===== src/rtl/uart_mem_loader_if.sv =====
// Main-memory write port shared by the boot loader and the pipeline.
// The loader drives it through the master modport; memory or the write mux uses the slave modport.
interface uart_mem_loader_if;
  logic        mem_write;
  logic [3:0]  mem_wmask;
  logic [31:0] mem_wdata;
  logic [31:0] mem_addr;

  modport master (output mem_write, output mem_wmask, output mem_wdata, output mem_addr);
  modport slave  (input  mem_write, input  mem_wmask, input  mem_wdata, input  mem_addr);
endinterface


===== src/rtl/uart_mem_loader.sv =====
// UART boot loader: receives 'L' packets and writes their words to memory while holding the CPU.
// A 'G' byte releases the CPU. Every command is acknowledged with one byte on tx.
module uart_mem_loader #(
  parameter int CLOCK_RATE = 12_000_000,
  parameter int BAUD_RATE  = 115200
) (
  input  logic clk,
  input  logic rst,
  input  logic rx,
  output logic tx,
  output logic cpu_hold,
  output logic busy,
  uart_mem_loader_if.master mem
);
  localparam int DIV  = CLOCK_RATE / BAUD_RATE;
  localparam int HALF = DIV / 2;
  localparam int CW   = $clog2(DIV + 1);

  typedef enum logic [1:0] {R_IDLE, R_START, R_DATA, R_STOP} rx_state_t;
  typedef enum logic [2:0] {S_IDLE, S_ADDR, S_LEN, S_DATA, S_ACK, S_RUN} state_t;

  rx_state_t   rx_st;
  logic        rx_s1, rx_s2, rx_d;
  logic [CW-1:0] rx_cnt;
  logic [2:0]  rx_bits;
  logic [7:0]  rx_sh;
  logic        rx_valid, rx_err;

  logic        tx_busy, tx_load;
  logic [7:0]  tx_data;
  logic [8:0]  tx_sh;
  logic [3:0]  tx_bits;
  logic [CW-1:0] tx_cnt;

  state_t      state;
  logic [1:0]  bcnt;
  logic [31:0] addr;
  logic [15:0] count;
  logic [23:0] wbuf;
  logic [7:0]  ack_code;
  logic        ack_run;

  // Receiver: rx_valid/rx_err pulse one cycle after the stop-bit sample.
  always_ff @(posedge clk) begin
    if (rst) begin
      rx_s1    <= 1'b1;
      rx_s2    <= 1'b1;
      rx_d     <= 1'b1;
      rx_st    <= R_IDLE;
      rx_cnt   <= '0;
      rx_bits  <= '0;
      rx_sh    <= '0;
      rx_valid <= 1'b0;
      rx_err   <= 1'b0;
    end else begin
      rx_s1    <= rx;
      rx_s2    <= rx_s1;
      rx_d     <= rx_s2;
      rx_valid <= 1'b0;
      rx_err   <= 1'b0;
      case (rx_st)
        R_IDLE: if (rx_d && !rx_s2) begin
          rx_st  <= R_START;
          rx_cnt <= '0;
        end
        R_START: if (rx_cnt == CW'(HALF - 1)) begin
          rx_cnt  <= '0;
          rx_bits <= '0;
          rx_st   <= rx_s2 ? R_IDLE : R_DATA;
        end else rx_cnt <= rx_cnt + 1'b1;
        R_DATA: if (rx_cnt == CW'(DIV - 1)) begin
          rx_cnt  <= '0;
          rx_sh   <= {rx_s2, rx_sh[7:1]};
          rx_bits <= rx_bits + 1'b1;
          if (rx_bits == 3'd7) rx_st <= R_STOP;
        end else rx_cnt <= rx_cnt + 1'b1;
        R_STOP: if (rx_cnt == CW'(DIV - 1)) begin
          rx_cnt   <= '0;
          rx_valid <= rx_s2;
          rx_err   <= !rx_s2;
          rx_st    <= R_IDLE;
        end else rx_cnt <= rx_cnt + 1'b1;
        default: rx_st <= R_IDLE;
      endcase
    end
  end

  // Transmitter: the start bit goes out on load, then 8 data bits and the stop bit from tx_sh.
  always_ff @(posedge clk) begin
    if (rst) begin
      tx      <= 1'b1;
      tx_busy <= 1'b0;
      tx_sh   <= '1;
      tx_bits <= '0;
      tx_cnt  <= '0;
    end else if (tx_load) begin
      tx      <= 1'b0;
      tx_sh   <= {1'b1, tx_data};
      tx_bits <= 4'd9;
      tx_cnt  <= '0;
      tx_busy <= 1'b1;
    end else if (tx_busy) begin
      if (tx_cnt == CW'(DIV - 1)) begin
        tx_cnt <= '0;
        if (tx_bits == 4'd0) tx_busy <= 1'b0;
        else begin
          tx      <= tx_sh[0];
          tx_sh   <= {1'b1, tx_sh[8:1]};
          tx_bits <= tx_bits - 1'b1;
        end
      end else tx_cnt <= tx_cnt + 1'b1;
    end
  end

  assign busy = (state != S_IDLE) && (state != S_RUN);

  // Command FSM. In DATA, the cycle after a write strobe advances addr and count.
  always_ff @(posedge clk) begin
    if (rst) begin
      state         <= S_IDLE;
      bcnt          <= '0;
      addr          <= '0;
      count         <= '0;
      wbuf          <= '0;
      ack_code      <= '0;
      ack_run       <= 1'b0;
      tx_load       <= 1'b0;
      tx_data       <= '0;
      cpu_hold      <= 1'b1;
      mem.mem_write <= 1'b0;
      mem.mem_wmask <= '0;
      mem.mem_wdata <= '0;
      mem.mem_addr  <= '0;
    end else begin
      mem.mem_write <= 1'b0;
      mem.mem_wmask <= '0;
      tx_load       <= 1'b0;
      if (rx_err && (state == S_IDLE || state == S_ADDR || state == S_LEN || state == S_DATA)) begin
        state    <= S_ACK;
        ack_code <= 8'h21;
        ack_run  <= 1'b0;
        bcnt     <= '0;
      end else begin
        case (state)
          S_IDLE: if (rx_valid) begin
            bcnt <= '0;
            if (rx_sh == 8'h4C) state <= S_ADDR;
            else begin
              state    <= S_ACK;
              ack_code <= (rx_sh == 8'h47) ? 8'h4B : 8'h3F;
              ack_run  <= (rx_sh == 8'h47);
            end
          end
          S_ADDR: if (rx_valid) begin
            bcnt <= bcnt + 1'b1;
            if (bcnt == 2'd3) begin
              addr  <= {rx_sh, addr[31:10], 2'b00};
              state <= S_LEN;
              bcnt  <= '0;
            end else addr <= {rx_sh, addr[31:8]};
          end
          S_LEN: if (rx_valid) begin
            count <= {rx_sh, count[15:8]};
            bcnt  <= bcnt + 1'b1;
            if (bcnt == 2'd1) begin
              bcnt <= '0;
              if ({rx_sh, count[15:8]} == 16'd0) begin
                state    <= S_ACK;
                ack_code <= 8'h4B;
                ack_run  <= 1'b0;
              end else state <= S_DATA;
            end
          end
          S_DATA: if (mem.mem_write) begin
            addr  <= addr + 32'd4;
            count <= count - 1'b1;
            if (count == 16'd1) begin
              state    <= S_ACK;
              ack_code <= 8'h4B;
              ack_run  <= 1'b0;
            end
          end else if (rx_valid) begin
            wbuf <= {rx_sh, wbuf[23:8]};
            bcnt <= bcnt + 1'b1;
            if (bcnt == 2'd3) begin
              mem.mem_write <= 1'b1;
              mem.mem_wmask <= 4'hF;
              mem.mem_addr  <= addr;
              mem.mem_wdata <= {rx_sh, wbuf};
            end
          end
          S_ACK: if (!tx_busy) begin
            tx_load <= 1'b1;
            tx_data <= ack_code;
            if (ack_run) begin
              cpu_hold <= 1'b0;
              state    <= S_RUN;
            end else state <= S_IDLE;
          end
          S_RUN: state <= S_RUN;
          default: state <= S_IDLE;
        endcase
      end
    end
  end
endmodule


===== src/flat_wrapper.sv =====
// flat-port wrapper written by rule: the top's interface ports become plain ports
module uart_mem_loader_flat 
#(
  parameter int CLOCK_RATE = 12_000_000,
  parameter int BAUD_RATE  = 115200
)
  (clk, rst, rx, tx, cpu_hold, busy, mem_mem_write, mem_mem_wmask, mem_mem_wdata, mem_mem_addr);
  uart_mem_loader_if mem_i ();
  input  logic clk;
  input  logic rst;
  input  logic rx;
  output logic tx;
  output logic cpu_hold;
  output logic busy;
  output wire logic [$bits(mem_i.mem_write)-1:0] mem_mem_write;
  output wire logic [$bits(mem_i.mem_wmask)-1:0] mem_mem_wmask;
  output wire logic [$bits(mem_i.mem_wdata)-1:0] mem_mem_wdata;
  output wire logic [$bits(mem_i.mem_addr)-1:0] mem_mem_addr;
  assign mem_mem_write = mem_i.mem_write;
  assign mem_mem_wmask = mem_i.mem_wmask;
  assign mem_mem_wdata = mem_i.mem_wdata;
  assign mem_mem_addr = mem_i.mem_addr;
  uart_mem_loader #(.CLOCK_RATE(CLOCK_RATE), .BAUD_RATE(BAUD_RATE)) u_core (.clk(clk), .rst(rst), .rx(rx), .tx(tx), .cpu_hold(cpu_hold), .busy(busy), .mem(mem_i));
endmodule

===== config.mk =====
export PLATFORM = sky130hd
export DESIGN_NAME = uart_mem_loader_flat
export DESIGN_NICKNAME = d
export VERILOG_FILES = /design/src/rtl/uart_mem_loader_if.sv /design/src/rtl/uart_mem_loader.sv /design/src/flat_wrapper.sv
export SDC_FILE = /design/constraint.sdc
export NUM_CORES = 1
export LEC_CHECK = 0
export CORE_MARGIN = 1
export CORE_UTILIZATION = 50
export DETAILED_ROUTE_END_ITERATION = 6
export MAX_ROUTING_LAYER = met4
export PLACE_DENSITY = 0.73
export SLEW_MARGIN = 20
export SYNTH_ARGS = -nofsm -noshare
export SYNTH_HDL_FRONTEND = slang
export SYNTH_SLANG_ARGS = --single-unit
export TNS_END_PERCENT = 30

===== constraint.sdc =====
create_clock -name clk -period 2.7 [get_ports clk]
set_input_delay 0.54 -clock clk [delete_from_list [all_inputs] [get_ports clk]]
set_output_delay 0.54 -clock clk [all_outputs]
set_load 0.1 [all_outputs]

# ---- Yosys cells after proc, flatten, opt, wreduce, memory -nomap -nowiden
# Cells that the tools add are included.
dict set report word_totals {
  word_cells 215
  regBits 211
  out_inout_bits 72
}
dict set report classes {
  mux 80
  bitwise 9
  eq_ne 46
  reduce_logical 42
  addsub 7
}
# op count
set ops {}
lappend ops {{$mux W8} 11}
lappend ops {{$mux W32} 2}
lappend ops {{$pmux W32 S2} 1}
lappend ops {{$mux W3} 14}
lappend ops {{$mux W7} 5}
lappend ops {{$add A32 B3 Y32 const B} 1}
lappend ops {{$mux W16} 2}
lappend ops {{$pmux W16 S2} 1}
lappend ops {{$reduce_and A8 Y1} 4}
lappend ops {{$mux W2} 14}
lappend ops {{$pmux W8 S3} 1}
lappend ops {{$ne A2 B1 Y1 const B} 11}
lappend ops {{$ne A3 B3 Y1 const B} 7}
lappend ops {{$pmux W7 S3} 1}
lappend ops {{$mux W4} 5}
lappend ops {{$pmux W3 S6} 1}
lappend ops {{$mux W1} 17}
lappend ops {{$eq A16 B1 Y1 const B} 1}
lappend ops {{$eq A8 B7 Y1 const B} 2}
lappend ops {{$logic_not A16 Y1} 1}
lappend ops {{$pmux W2 S4} 2}
lappend ops {{$reduce_and A4 Y1} 4}
lappend ops {{$sub A16 B1 Y16 const B} 1}
lappend ops {{$add A7 B1 Y7 const B} 2}
lappend ops {{other kinds (32)} 73}

# ---- Logic depth before layout (Yosys ltp)
dict set report depth {
  ltp_word 7
  mapped_depth 9
  depth_no_buf 7
}

# ---- Worst setup path before layout
# Ideal clock, no wire load.
dict set report synth_timing {
  path_kind {reg-to-output}
  start {register u_core.state[0]}
  end {output busy}
  slack_ns -0.854
  t_required_ns 2.160
  path_buffers 2
  stages_incl_launch_ff 5
  arrival_time_ns 3.014
  cell_sequence {dfxtp_1 > buf_2 > buf_1 > nor2_1 > o21ai_0}
}
dict set report synth_via {
  elab_chain_len 2
}
# element line_no
set synth_rtl {}
lappend synth_rtl {{from (decl)} uart_mem_loader.sv:35} ;# state_t state;
lappend synth_rtl {{from (signal assigned)} uart_mem_loader.sv:120} ;# state <= S_IDLE;
lappend synth_rtl {{from (signal assigned)} uart_mem_loader.sv:139} ;# state <= S_ACK;
lappend synth_rtl {{from (signal assigned)} uart_mem_loader.sv:147} ;# if (rx_sh == 8'h4C) state <= S_ADDR;
lappend synth_rtl {{$ne A3 B3 Y1 or $reduce_bool A3 Y1 (tied branches)} uart_mem_loader.sv:115} ;# assign busy = (state != S_IDLE) && (state != S_RUN);
lappend synth_rtl {{$logic_and A1 B1 Y1 *} uart_mem_loader.sv:115}
lappend synth_rtl {{to (decl)} flat_wrapper.sv:14} ;# output logic busy;
# Every way passes the cells marked *; elsewhere a longest branch is shown, timed or not.

# ---- Final worst setup path
# Same ends and word-level chain as after synthesis.

==> summary.txt <==
Worst setup path
  • Worst Path Class, Setup: flip-flop to primary output
  • CP required: 2160 ps
  • Crit path max-delay cell type: dfxtp_1
  • Crit-path cells: buf_4 > nor2_1 > o21ai_2 > buf_12
  • Maximum cell stage delay along the critical path: around 450 ps
  • Startpoint type of the worst setup path: flip-flop
  • Worst Path Max Fanout: 16
  • Data arrival time of the critical path: 1690 ps
  • Capturing element type of the critical path: primary output

Power and ir drop
  • Psw: 1.26 mW
  • Clock group share of total power: 0.489
  • Largest voltage drop on the vdd net: 460 uV
  • LEAKAGE: 3.84 nW
  • Sequential Power Share: 0.497
  • Internal power: 4.73 mW
  • Pwr/cell area: 565 mW/mm^2
  • Overall Power: between 5 and 6 mW
  • Part of the power in combinational logic: 0.014
  • Switching Share: 0.210

Run status
  • Result of the run: finished clean

Route
  • Number of nets with antenna violations after detailed routing: 0
  • Average wire length per cell after detail routing: 15.3 um
  • Via/cell ratio: 5.68
  • Total length of routed wires: between 20 and 25 mm
  • Residual DRC count: 0
  • Drt initial violations: 622
  • Detailed-routing iteration count for the pre-antenna-repair pass: 5
  • Overall via count from detail_route: between 8k and 9k

Layout
  • Finished Core Util: 0.604
  • Final Instance Count excl. Fillers: roughly 1.4k
  • P&R area growth vs syn: 16.4%
  • Number of diodes: 0
  • Net count, final: 1213
  • Layout cells sized above 1: 0.135

Yosys
  • Average cell area after synthesis: 7.88 sq um
  • Synth Cell Area: 0.00910 sq mm
  • Sequential fraction of the synthesis area: 0.442
  • Most common cell in the netlist: nand2_1
  • Proportion of register bits with asynchronous set or reset after synthesis: 0
  • Cell types with the largest area share after synthesis: dfxtp_1 (44%), nand2_1 (9.8%), a21oi_1 (8.3%), nor2_1 (4.2%), mux2i_1 (3.2%)
  • Synthesis warning total: 0
  • Top post-synthesis cells by count: nand2_1 (238), dfxtp_1 (201), a21oi_1 (151), nor2_1 (102), clkbuf_1 (66)
  • Number of enable-type register cells in the synthesized netlist: 0
  • Synthesized net count: 1169
  • Mapped Cells: ~1.2k
  • Register bit total from synthesis: 201
  • Cell taking the most area after synthesis: dfxtp_1
  • Most used flip-flop cell after synthesis: dfxtp_1
  • Number of different library cells in the post-synthesis netlist: 69
  • Area share of the largest cell type after synthesis: 0.442

Clock tree
  • TritonCTS clock tree: yes
  • Num Clock Sinks: 201
  • Number of buffers created by CTS: 22
  • CTS H-tree depth: 1
  • Post-CTS Setup Bufs: 0
  • Clock Tree Root: clkbuf_16
  • Clock latency at the later pin of the worst-skew pair: 510 ps
  • Maximum root-to-sink buffer count: 3
  • Post-CTS Resized: 0
  • Reg clk slew, reported paths: 60 ps
  • Hold-fix buffer count after cts: 0

Worst hold path
  • Classification of the worst-slack hold path: primary input to flip-flop

Die
  • Die outline area: ~0.019 sq mm
  • Initial core utilization: 0.519
  • Horizontal extent of the die: 137 um
  • Number of primary I/O pins: 75
  • Core Region: 0.0175 sq mm
  • Placement row count: 48
  • Die boundary height: 137 um

Timing
  • Setup Skew: 19.6 ps
  • Number of failing setup endpoints in the final timing report: 0
  • Worst path setup slack after routing: 470 ps
  • Sum of negative setup slack: 0 ps
  • Slew of the pin with the lowest slew margin: between 800 and 900 ps
  • Final number of max-transition violations: 0
  • Final hold violation count: 0
  • Share of the clock period used by the worst path: 0.826
  • Crit path time final: between 2000 and 2500 ps
  • Maximum clock rate: 448 MHz
  • Unrepaired setup endpoints after global routing: no
  • Remaining max-slew budget at the tightest pin: 0.450

Global route
  • Via count of the first global-routing pass: 7308
  • All-Layer GR Usage: 0.241
  • Number of antenna violations at the first check in global routing: 0
  • Total congestion overflow after global routing: 0
  • Maximum number of pins on one net before global-route repair: 139
  • Wire length of the first global-routing pass: ~36 mm

Place
  • Number of input and output port buffers inserted: 74
  • Dpl hpwl: 14.4 mm
  • Number of cells in the design after placement: 1400
  • Last weighted congestion value of the routability-driven placer: 0.907
  • Dpl ws: 522 ps

Job
  • Number of max-cap violations: 0
path summary, 6_finish.rpt:
kind                                                   start                               to  slack, ps  cells past startpoint
worst max-delay path            u_core.state[0]$_SDFFE_PP0P_                             busy        470                      4
worst min register to register       u_core.rx_s1$_SDFF_PP1_          u_core.rx_s2$_SDFF_PP1_        440                      1
worst max register to register  u_core.count[4]$_SDFFE_PP0P_  u_core.ack_code[5]$_SDFFE_PP0P_        500                      5
worst min-delay path                                     rst    u_core.rx_cnt[0]$_SDFFE_PP0P_        310                      2
registers in the layout (all words and copies together), names as in the netlist, 2 cells and up, named ones only:
signal and cells:
u_core.ack_code 5, u_core.addr 32, u_core.bcnt 2, u_core.count 16
u_core.mem.mem_addr 32, u_core.mem.mem_wdata 32, u_core.rx_bits 3, u_core.rx_cnt 7
u_core.rx_sh 8, u_core.state 3, u_core.tx_bits 4, u_core.tx_cnt 7
u_core.tx_data 5, u_core.tx_sh 8, u_core.wbuf 24
power groups by stage:
stage	combinational [mW]	sequential (mW)	clock, mW
4_1_cts	0.0859	2.97	2.99
3_3_place_gp	0.0866	3.04	0
5_1_grt	0.0941	2.97	3.12
6_report	0.0861	2.98	2.92
3_5_place_dp	0.0858	3.04	0
2_1_floorplan	0.0642	3.04	0
cell families after synthesis:
kind of cell,share of synthesized area
flip-flops,0.442
AO/OA/AOI/OAI,0.198
multiplexers,0.0344
XOR/XNOR,0.0106
adder cells (fa/ha/maj),0.0151
AND/OR/NAND/NOR,0.248
buffers and inverters,0.0516
layer usage:
metal | track usage | share of wire | vias to the layer above | wire (um)
li1 | - | - | 4123 | -
met1 | 0.318 | 0.46 | 3835 | 10200
met2 | 0.390 | 0.47 | 189 | 10400
met3 | 0.0356 | 0.051 | 32 | 1120
met4 | 0.0513 | 0.013 | 0 | 294
met5 | - | 0 | - | 0
worst max-delay path, delay by kind of cell, from the launching register on:
kind | cells | cell delay [ps]
buffers and inverters | 2 | 460
and+or+nand+nor | 1 | 80
DFF | 1 | 450
AOI/OAI and AO/OA | 1 | 190
through the flow:
stage / cell area [sq um] / hold slack (ps)
final: 10600 / 308
after global routing: 10600 / 314
after CTS: 10600 / 302
after detailed placement: 9890 / 425
after global placement: 9890 / 420
after floorplan: 9100 / 389
cell type report:
type,instances,area [sq um]
repair buffers,111,873
inverters,23,86.3
well taps,225,282
flip-flops and latches,201,4020
clock inverters,6,60.1
fillers,1611,6950
clock buffers,33,643
multi-input cells,840,4620
placed cells by master, fill, tap and decap left out, types with 23 or more instances in the layout:
master	instances
a21oi_1	151
buf_4	107
clkbuf_16	23
dfxtp_1	201
mux2i_1	29
nand2_1	237
nand3_1	23
nor2_1	102
nor3_1	24
o21ai_0	30
No activity file was read; power rests on OpenSTA's default activity.
